**config.mk**
```make
export PLATFORM = sky130hd
export DESIGN_NAME = uart_rx_flat
export DESIGN_NICKNAME = d
export VERILOG_FILES = /design/src/rtl/uart_rx_if.sv /design/src/rtl/uart_rx.sv /design/src/flat_wrapper.sv
export SDC_FILE = /design/constraint.sdc
export NUM_CORES = 1
export LEC_CHECK = 0
export CAP_MARGIN = 20
export CELL_PAD_IN_SITES_DETAIL_PLACEMENT = 0
export CELL_PAD_IN_SITES_GLOBAL_PLACEMENT = 1
export CORE_ASPECT_RATIO = 1.5
export CORE_UTILIZATION = 45
export DETAILED_ROUTE_END_ITERATION = 7
export DONT_BUFFER_PORTS = 1
export GPL_TIMING_DRIVEN = 1
export PLACE_DENSITY = 0.7
export SLEW_MARGIN = 20
export SYNTH_ARGS = -nofsm -noshare
export SYNTH_HDL_FRONTEND = slang
export SYNTH_SLANG_ARGS = --single-unit
export TNS_END_PERCENT = 1
```
**constraint.sdc**
```tcl
create_clock -name clk -period 4.3 [get_ports clk]
set_clock_uncertainty 0.15 [all_clocks]
set_input_delay 0.86 -clock clk [delete_from_list [all_inputs] [get_ports clk]]
set_output_delay 0.86 -clock clk [all_outputs]
set_load 0.03 [all_outputs]
```
**src/rtl/uart_rx_if.sv**
```systemverilog
// Signal bundle between the UART receiver and its consumer (the
// authentication block). The receiver side uses the slave modport and the
// consumer side uses the master modport.
//
// Handshake: rdy is high while rx_data holds a byte that has not been
// consumed. The consumer reads rx_data while rdy is high and pulses
// clr_rdy to acknowledge. rx_data is stable for as long as rdy is high.
// A new start bit also drops rdy. If clr_rdy and a frame completion land
// in the same cycle, rdy ends up set.
interface uart_rx_if;
   logic       RX;          // serial line, idles high
   logic       clr_rdy;     // consumer acknowledge
   logic [7:0] rx_data;     // last good byte
   logic       rdy;         // unconsumed byte present
   logic       frm_err;     // last frame had a low stop bit
   logic [1:0] dbg_state;   // receiver FSM state, for observation
   logic [8:0] dbg_shift;   // receiver shift register, for observation

   modport master (
      output RX, clr_rdy,
      input  rx_data, rdy, frm_err, dbg_state, dbg_shift
   );

   modport slave (
      input  RX, clr_rdy,
      output rx_data, rdy, frm_err, dbg_state, dbg_shift
   );
endinterface

```
**src/rtl/uart_rx.sv**
```systemverilog
// 8N1 UART receiver. RX is brought into the clock domain by a two-flop
// synchronizer. A start edge arms a half-bit down-counter so that every
// later sample lands in the middle of a bit. There are 10 samples in all:
// the start bit, d0..d7 (LSB first), and the stop bit. A good stop bit
// latches the byte and raises rdy. A low stop bit raises frm_err, and the
// receiver then refuses new starts until the line has been seen high again.
module uart_rx #(
   parameter int BAUD_DIV = 5208
) (
   input  logic clk,
   input  logic rst_n,
   uart_rx_if.slave bus
);

   localparam int CW = $clog2(BAUD_DIV) + 1;
   localparam logic [CW-1:0] C_HALF = CW'(BAUD_DIV / 2);
   // The reload value is one less than BAUD_DIV because the zero cycle
   // itself counts as one. This keeps consecutive samples exactly
   // BAUD_DIV clocks apart, so there is no drift across the frame.
   localparam logic [CW-1:0] C_FULL = CW'(BAUD_DIV - 1);
   localparam logic [CW-1:0] C_ONE  = CW'(1);

   typedef enum logic [1:0] {
      S_IDLE    = 2'd0,
      S_RECEIVE = 2'd1
   } state_t;

   state_t        r_state;
   logic          r_rx_meta;
   logic          r_rx_s;
   logic [CW-1:0] r_baud_cnt;
   logic [3:0]    r_bit_cnt;
   logic [8:0]    r_shift;
   logic [7:0]    r_rx_data;
   logic          r_rdy;
   logic          r_frm_err;
   logic          r_hold;      // set after a framing error until the line goes high again
   logic          w_sample;

   assign w_sample = (r_baud_cnt == '0);

   // Two-flop synchronizer, preset to the idle-high level on reset
   always_ff @(posedge clk or negedge rst_n) begin
      if (!rst_n) begin
         r_rx_meta <= 1'b1;
         r_rx_s    <= 1'b1;
      end else begin
         r_rx_meta <= bus.RX;
         r_rx_s    <= r_rx_meta;
      end
   end

   // Receive FSM: start detect, mid-bit sampling, byte latch, and the rdy/frm_err flags
   always_ff @(posedge clk or negedge rst_n) begin
      if (!rst_n) begin
         r_state    <= S_IDLE;
         r_baud_cnt <= '0;
         r_bit_cnt  <= 4'd0;
         r_shift    <= 9'd0;
         r_rx_data  <= 8'h00;
         r_rdy      <= 1'b0;
         r_frm_err  <= 1'b0;
         r_hold     <= 1'b0;
      end else begin
         // An acknowledge clears rdy. A completing frame below overrides
         // this, so a set in the same cycle wins.
         if (bus.clr_rdy) begin
            r_rdy <= 1'b0;
         end
         case (r_state)
            S_IDLE: begin
               if (r_hold) begin
                  if (r_rx_s) begin
                     r_hold <= 1'b0;
                  end
               end else if (!r_rx_s) begin
                  r_state    <= S_RECEIVE;
                  r_baud_cnt <= C_HALF;
                  r_bit_cnt  <= 4'd0;
                  r_rdy      <= 1'b0;
                  r_frm_err  <= 1'b0;
               end
            end
            S_RECEIVE: begin
               if (w_sample) begin
                  r_baud_cnt <= C_FULL;
                  r_bit_cnt  <= r_bit_cnt + 4'd1;
                  if (r_bit_cnt == 4'd0) begin
                     // A start bit that is high again at mid-bit was a glitch
                     if (r_rx_s) begin
                        r_state <= S_IDLE;
                     end
                  end else begin
                     r_shift <= {r_rx_s, r_shift[8:1]};
                     if (r_bit_cnt == 4'd9) begin
                        r_state <= S_IDLE;
                        if (r_rx_s) begin
                           // d7..d0 sit in r_shift[8:1] before the stop bit shifts in
                           r_rx_data <= r_shift[8:1];
                           r_rdy     <= 1'b1;
                        end else begin
                           r_frm_err <= 1'b1;
                           r_hold    <= 1'b1;
                        end
                     end
                  end
               end else begin
                  r_baud_cnt <= r_baud_cnt - C_ONE;
               end
            end
            default: begin
               r_state <= S_IDLE;
            end
         endcase
      end
   end

   assign bus.rx_data   = r_rx_data;
   assign bus.rdy       = r_rdy;
   assign bus.frm_err   = r_frm_err;
   assign bus.dbg_state = r_state;
   assign bus.dbg_shift = r_shift;

endmodule

```
**src/flat_wrapper.sv**
```systemverilog
// flat-port wrapper written by rule: the top's interface ports become plain ports
module uart_rx_flat 
#(
   parameter int BAUD_DIV = 5208
)
  (clk, rst_n, bus_RX, bus_clr_rdy, bus_rx_data, bus_rdy, bus_frm_err, bus_dbg_state, bus_dbg_shift);
  uart_rx_if bus_i ();
  input  logic clk;
  input  logic rst_n;
  input wire logic [$bits(bus_i.RX)-1:0] bus_RX;
  input wire logic [$bits(bus_i.clr_rdy)-1:0] bus_clr_rdy;
  output wire logic [$bits(bus_i.rx_data)-1:0] bus_rx_data;
  output wire logic [$bits(bus_i.rdy)-1:0] bus_rdy;
  output wire logic [$bits(bus_i.frm_err)-1:0] bus_frm_err;
  output wire logic [$bits(bus_i.dbg_state)-1:0] bus_dbg_state;
  output wire logic [$bits(bus_i.dbg_shift)-1:0] bus_dbg_shift;
  assign bus_i.RX = bus_RX;
  assign bus_i.clr_rdy = bus_clr_rdy;
  assign bus_rx_data = bus_i.rx_data;
  assign bus_rdy = bus_i.rdy;
  assign bus_frm_err = bus_i.frm_err;
  assign bus_dbg_state = bus_i.dbg_state;
  assign bus_dbg_shift = bus_i.dbg_shift;
  uart_rx #(.BAUD_DIV(BAUD_DIV)) u_core (.clk(clk), .rst_n(rst_n), .bus(bus_i));
endmodule
```
**Yosys cells after proc, flatten, opt, wreduce, memory -nomap -nowiden**

Index checks and enable logic that the tools add are counted.

- Add/sub/neg operators: 2
- Reduce and logical (&&, ||, !) cells: 11
- Eq/ne operators: 10
- Bitwise operators: 1
- Muxes and demuxes: 33

Operators by type and width:

| kind | count |
|---|---|
| $mux W14 | 3 |
| $pmux W14 S2 | 1 |
| $mux W1 | 15 |
| $reduce_and A5 Y1 | 3 |
| $logic_not A14 Y1 | 1 |
| $sub A14 B1 Y14 const B | 1 |
| $mux W2 | 6 |
| $mux W4 | 3 |
| $ne A2 B2 Y1 const B | 4 |
| $pmux W4 S2 | 1 |
| $reduce_and A7 Y1 | 1 |
| $pmux W1 S2 | 3 |
| $reduce_and A3 Y1 | 2 |
| $add A4 B1 Y4 const B | 1 |
| $eq A4 B4 Y1 const B | 1 |
| $logic_not A4 Y1 | 1 |
| $ne A2 B1 Y1 const B | 2 |
| $pmux W2 S2 | 1 |
| $reduce_and A4 Y1 | 1 |
| $ne A3 B1 Y1 const B | 1 |
| $ne A3 B2 Y1 const B | 1 |
| $eq A2 B1 Y1 const B | 1 |
| $logic_not A2 Y1 | 1 |
| $reduce_bool A2 Y1 | 1 |
| $not A1 Y1 | 1 |

- Register bits after elaboration: 42
- Input port bits: 4
- Output and inout port bits: 21
- Logic and storage cells: 67

**Depth between registers and ports, before layout**

- Depth after elaboration: 6
- Depth in mapped cells: 7
- Gate-level depth less buffers: 6

**Worst setup path after synthesis**

No wires, ideal clock.

- Path type: register to register
- Start: register u_core.r_baud_cnt[0]
- End: register u_core.r_shift[0], in the netlist u_core.bus.dbg_shift[0]
- Data arrival time: 1.714 ns
- Data required time: 4.025 ns
- Clock period less this slack: 1.988 ns
- Path buffers: 0
- Slack: 2.312 ns
- Stages on the path, launching flop included: 7
- Library setup time: 0.125 ns
- Cells stage by stage: dfrtp_1 -> inv_1 -> ha_1 -> nor2b_1 -> nand4_4 -> nor2_4 -> mux2_2

- Longest elaborated chain between the ends: 2

RTL lines:

| element | line | text |
|---|---|---|
| start: declaration | uart_rx.sv:31 | `logic [CW-1:0] r_baud_cnt;` |
| start signal: assignment | uart_rx.sv:108 | `r_baud_cnt <= r_baud_cnt - C_ONE;` |
| $logic_not A14 Y1 | uart_rx.sv:40 | `assign w_sample = (r_baud_cnt == '0);` |
| $reduce_and A3 Y1 (no line) | n/a |  |
| end signal: assignment | uart_rx.sv:94 | `r_shift <= {r_rx_s, r_shift[8:1]};` |
| end: declaration | uart_rx.sv:33 | `logic [8:0] r_shift;` |

Every way passes these cells.
A chain may end at the register's enable or synchronous reset.

**Worst setup path after layout**

- Start: register u_core.r_state[0], in the netlist u_core.bus.dbg_state[0]
- End: register u_core.r_shift[2], in the netlist u_core.bus.dbg_shift[2]

- Longest elaborated chain between the ends: 2

RTL lines:

| element | line | text |
|---|---|---|
| start: declaration | uart_rx.sv:28 | `state_t r_state;` |
| start signal: assignment | uart_rx.sv:56 | `r_state <= S_IDLE;` |
| start signal: assignment | uart_rx.sv:77 | `r_state <= S_RECEIVE;` |
| start signal: assignment | uart_rx.sv:91 | `r_state <= S_IDLE;` |
| $eq A2 B1 Y1 | uart_rx.sv:70 | `case (r_state)` |
| $reduce_and A3 Y1 (no line) | n/a |  |

Every way passes these cells.

==> metrics <==
vias per cell 5.995; GRT Total Usage 0.1757; CP startpoint u_core.bus.dbg_state[0]; Post-DP HPWL 2636 um; Starting DRT DRC Count 44; CTS clk-pin slew, worst paths 0.08 ns; cell area after synthesis 1957 sq um; RSZ-0062 raised after global routing false; cts repair resizes 0; WP data required 4.33 ns; H-tree depth 2; sequential fraction of the synthesis area 0.5256; Crit path depth 4; Worst path max stage delay 0.80 ns; die area 4622 sq um; final period utilization 0.5805; Congestion Overflow GR 0; status completed; worst reg2reg path startpoint u_core.bus.dbg_state[0]; Avg Inst Size Synth 11.44 sq um; Final nets 179; count leader, synth dfrtp_1; drt first pass iters 5; WP buf/inv 0; initial antenna violation count 0; Arr. time, crit path 2.53 ns; Setup violations, final 0; top cells by count, synth dfrtp_1, mux2_2, o21ai_0; Final TNS setup 0 ns; routed via count 1307; Die W 55.85 um; Synthesized Nets 179; min Tclk post-route 2.496 ns; Clock Tree Buf Depth 2; core footprint 4209 sq um; number of synthesized flops with an enable pin 0; Power Density 339.2 nW/um^2; slew margin rel. 0.5358; initial core utilization 0.4649; Residual DRC 0; GPL Wtd Cong 0.7734; overall power 0.7126 mW; Mapped Cells 171; drt wl/cell 17.08 um; IO Count 25; vias in the first global route 1302; area grow syn2layout 7.353%; static leakage 0.9309 nW; Routed Antenna Nets 0; maximum vdd drop 0.0002604 V; clk sinks 41; IO Port Bufs 0; slowest cell on the critical path dfrtp_1; final slew viol count 0; Top delay family on crit path simple AND/OR/NAND/NOR gates; top_reg_cell synth dfrtp_1; R2R Setup Slk 1.80 ns; Clock Latency Late Sink 0.30 ns; reg2reg end u_core.bus.dbg_shift[2]; worst-path maximum fanout 15; Final Hold Viols 0; most area-hungry cell type in the Yosys netlist dfrtp_1; Fmax 400.6 MHz; Async S/R FF share, synth 1.000; CP Capture Point u_core.bus.dbg_shift[2]; largest net degree at the start of global routing 42; Post-CTS Setup Repair Bufs 0; Synth cell types 41; DIE HEIGHT 82.77 um; critical-path cell list nor4b_2, nand4_4, nor2_4, mux2_2; Rows 29; Min-Delay Path Class in -> async; Worst Max-Slew Pin Slew 0.6964 ns; crit start category register; Routed WL 3724 um; flops & latches, synth 41; post-synth top area share 0.4987; WS Path Type reg -> reg; TritonCTS clock tree yes; R2R cell count 4; hold_buf cts 0; TritonCTS Buffers 5; crit end category register; layout cell share with drive strength beyond 1 0.1860; pre-CTS WS 1.788 ns; fillers 384; setup slack after layout 1.804 ns; Syn. warnings 0; largest cells by area after synthesis dfrtp_1, mux2_2, o21ai_0, dfstp_2, ha_1; clock root cell clkbuf_8; Ant. Diodes 0; wire length of the first global-routing pass 6168 um; max-cap violations 0
cell usage in the layout, fill, tap and decap left out, drive strengths merged, types with 2 or more instances in the layout:
cell type and n:
dfrtp 39, mux2 17, o21ai 14, nor2 11, nand3 9, a21oi 9, inv 8, nand2 7
clkbuf 6, xor2 5, nor3 4, ha 4, nand4 4, nor4 3, nor2b 2, nor4b 2
nand3b 2, nor3b 2, or3 2, nand4b 2, a22o 2, dfstp 2
worst min-delay path by stage:
stage                                 to  slack, ns  cells after the start
global route        u_core.r_baud_cnt[0]       0.09                      0
finish              u_core.r_baud_cnt[4]        0.1                      0
floorplan                  u_core.r_rx_s       0.20                      0
global placement           u_core.r_rx_s       0.20                      0
CTS                 u_core.r_baud_cnt[0]       0.09                      0
detailed placement         u_core.r_rx_s       0.20                      0
power breakdown:
group	switching (mW)	internal, mW	leakage, nW	total, mW
clock network	0.134	0.189	0.0574	0.322
logic	0.00149	0.000436	0.353	0.00193
registers	0.00127	0.387	0.521	0.388
sequential cells by signal, summed over array words and instances, names as in the netlist:
register              flops
u_core.bus.dbg_shift      9
u_core.bus.dbg_state      1
u_core.bus.frm_err        1
u_core.bus.rdy            1
u_core.bus.rx_data        8
u_core.r_baud_cnt        14
u_core.r_bit_cnt          4
u_core.r_hold             1
u_core.r_rx_meta          1
u_core.r_rx_s             1
cell type report:
type	instances	area, sq um	area share
inverters	8	30.03	0.01429
flip-flops and latches	41	1028	0.4896
clock inverters	2	37.54	0.01787
clock buffers	6	82.58	0.03931
well taps	46	57.56	0.02740
multi-input cells	115	864.6	0.4116
cell families after synthesis:
logic type      Yosys count  synth area share
flops                    41            0.5256
compound gates           32           0.09464
xor+xnor                  6           0.02685
fa+ha+maj                 4           0.02558
simple gates             54            0.1899
buf+inv                  15           0.03261
mux                      18            0.1029
other cells               1          0.001916
stage by stage:
stage	cell area [sq um]	hold WS [ns]	util	instances
global route	2101	0.08749	0.4991	218
CTS	2101	0.09313	0.4991	218
floorplan	1957	0.1952	-	171
global placement	1981	0.1960	0.4706	210
finish	2101	0.09949	0.4991	218
detailed placement	1981	0.1973	0.4706	210
per-layer routing:
metal | global-route usage | vias up | wire, um
li1 | - | 615 | -
met1 | 0.1851 | 641 | 1460
met2 | 0.3265 | 42 | 1956
met3 | 0.04361 | 9 | 225
met4 | 0.09024 | 0 | 82
met5 | 0 | - | 0
No activity file was read; power rests on OpenSTA's default activity.
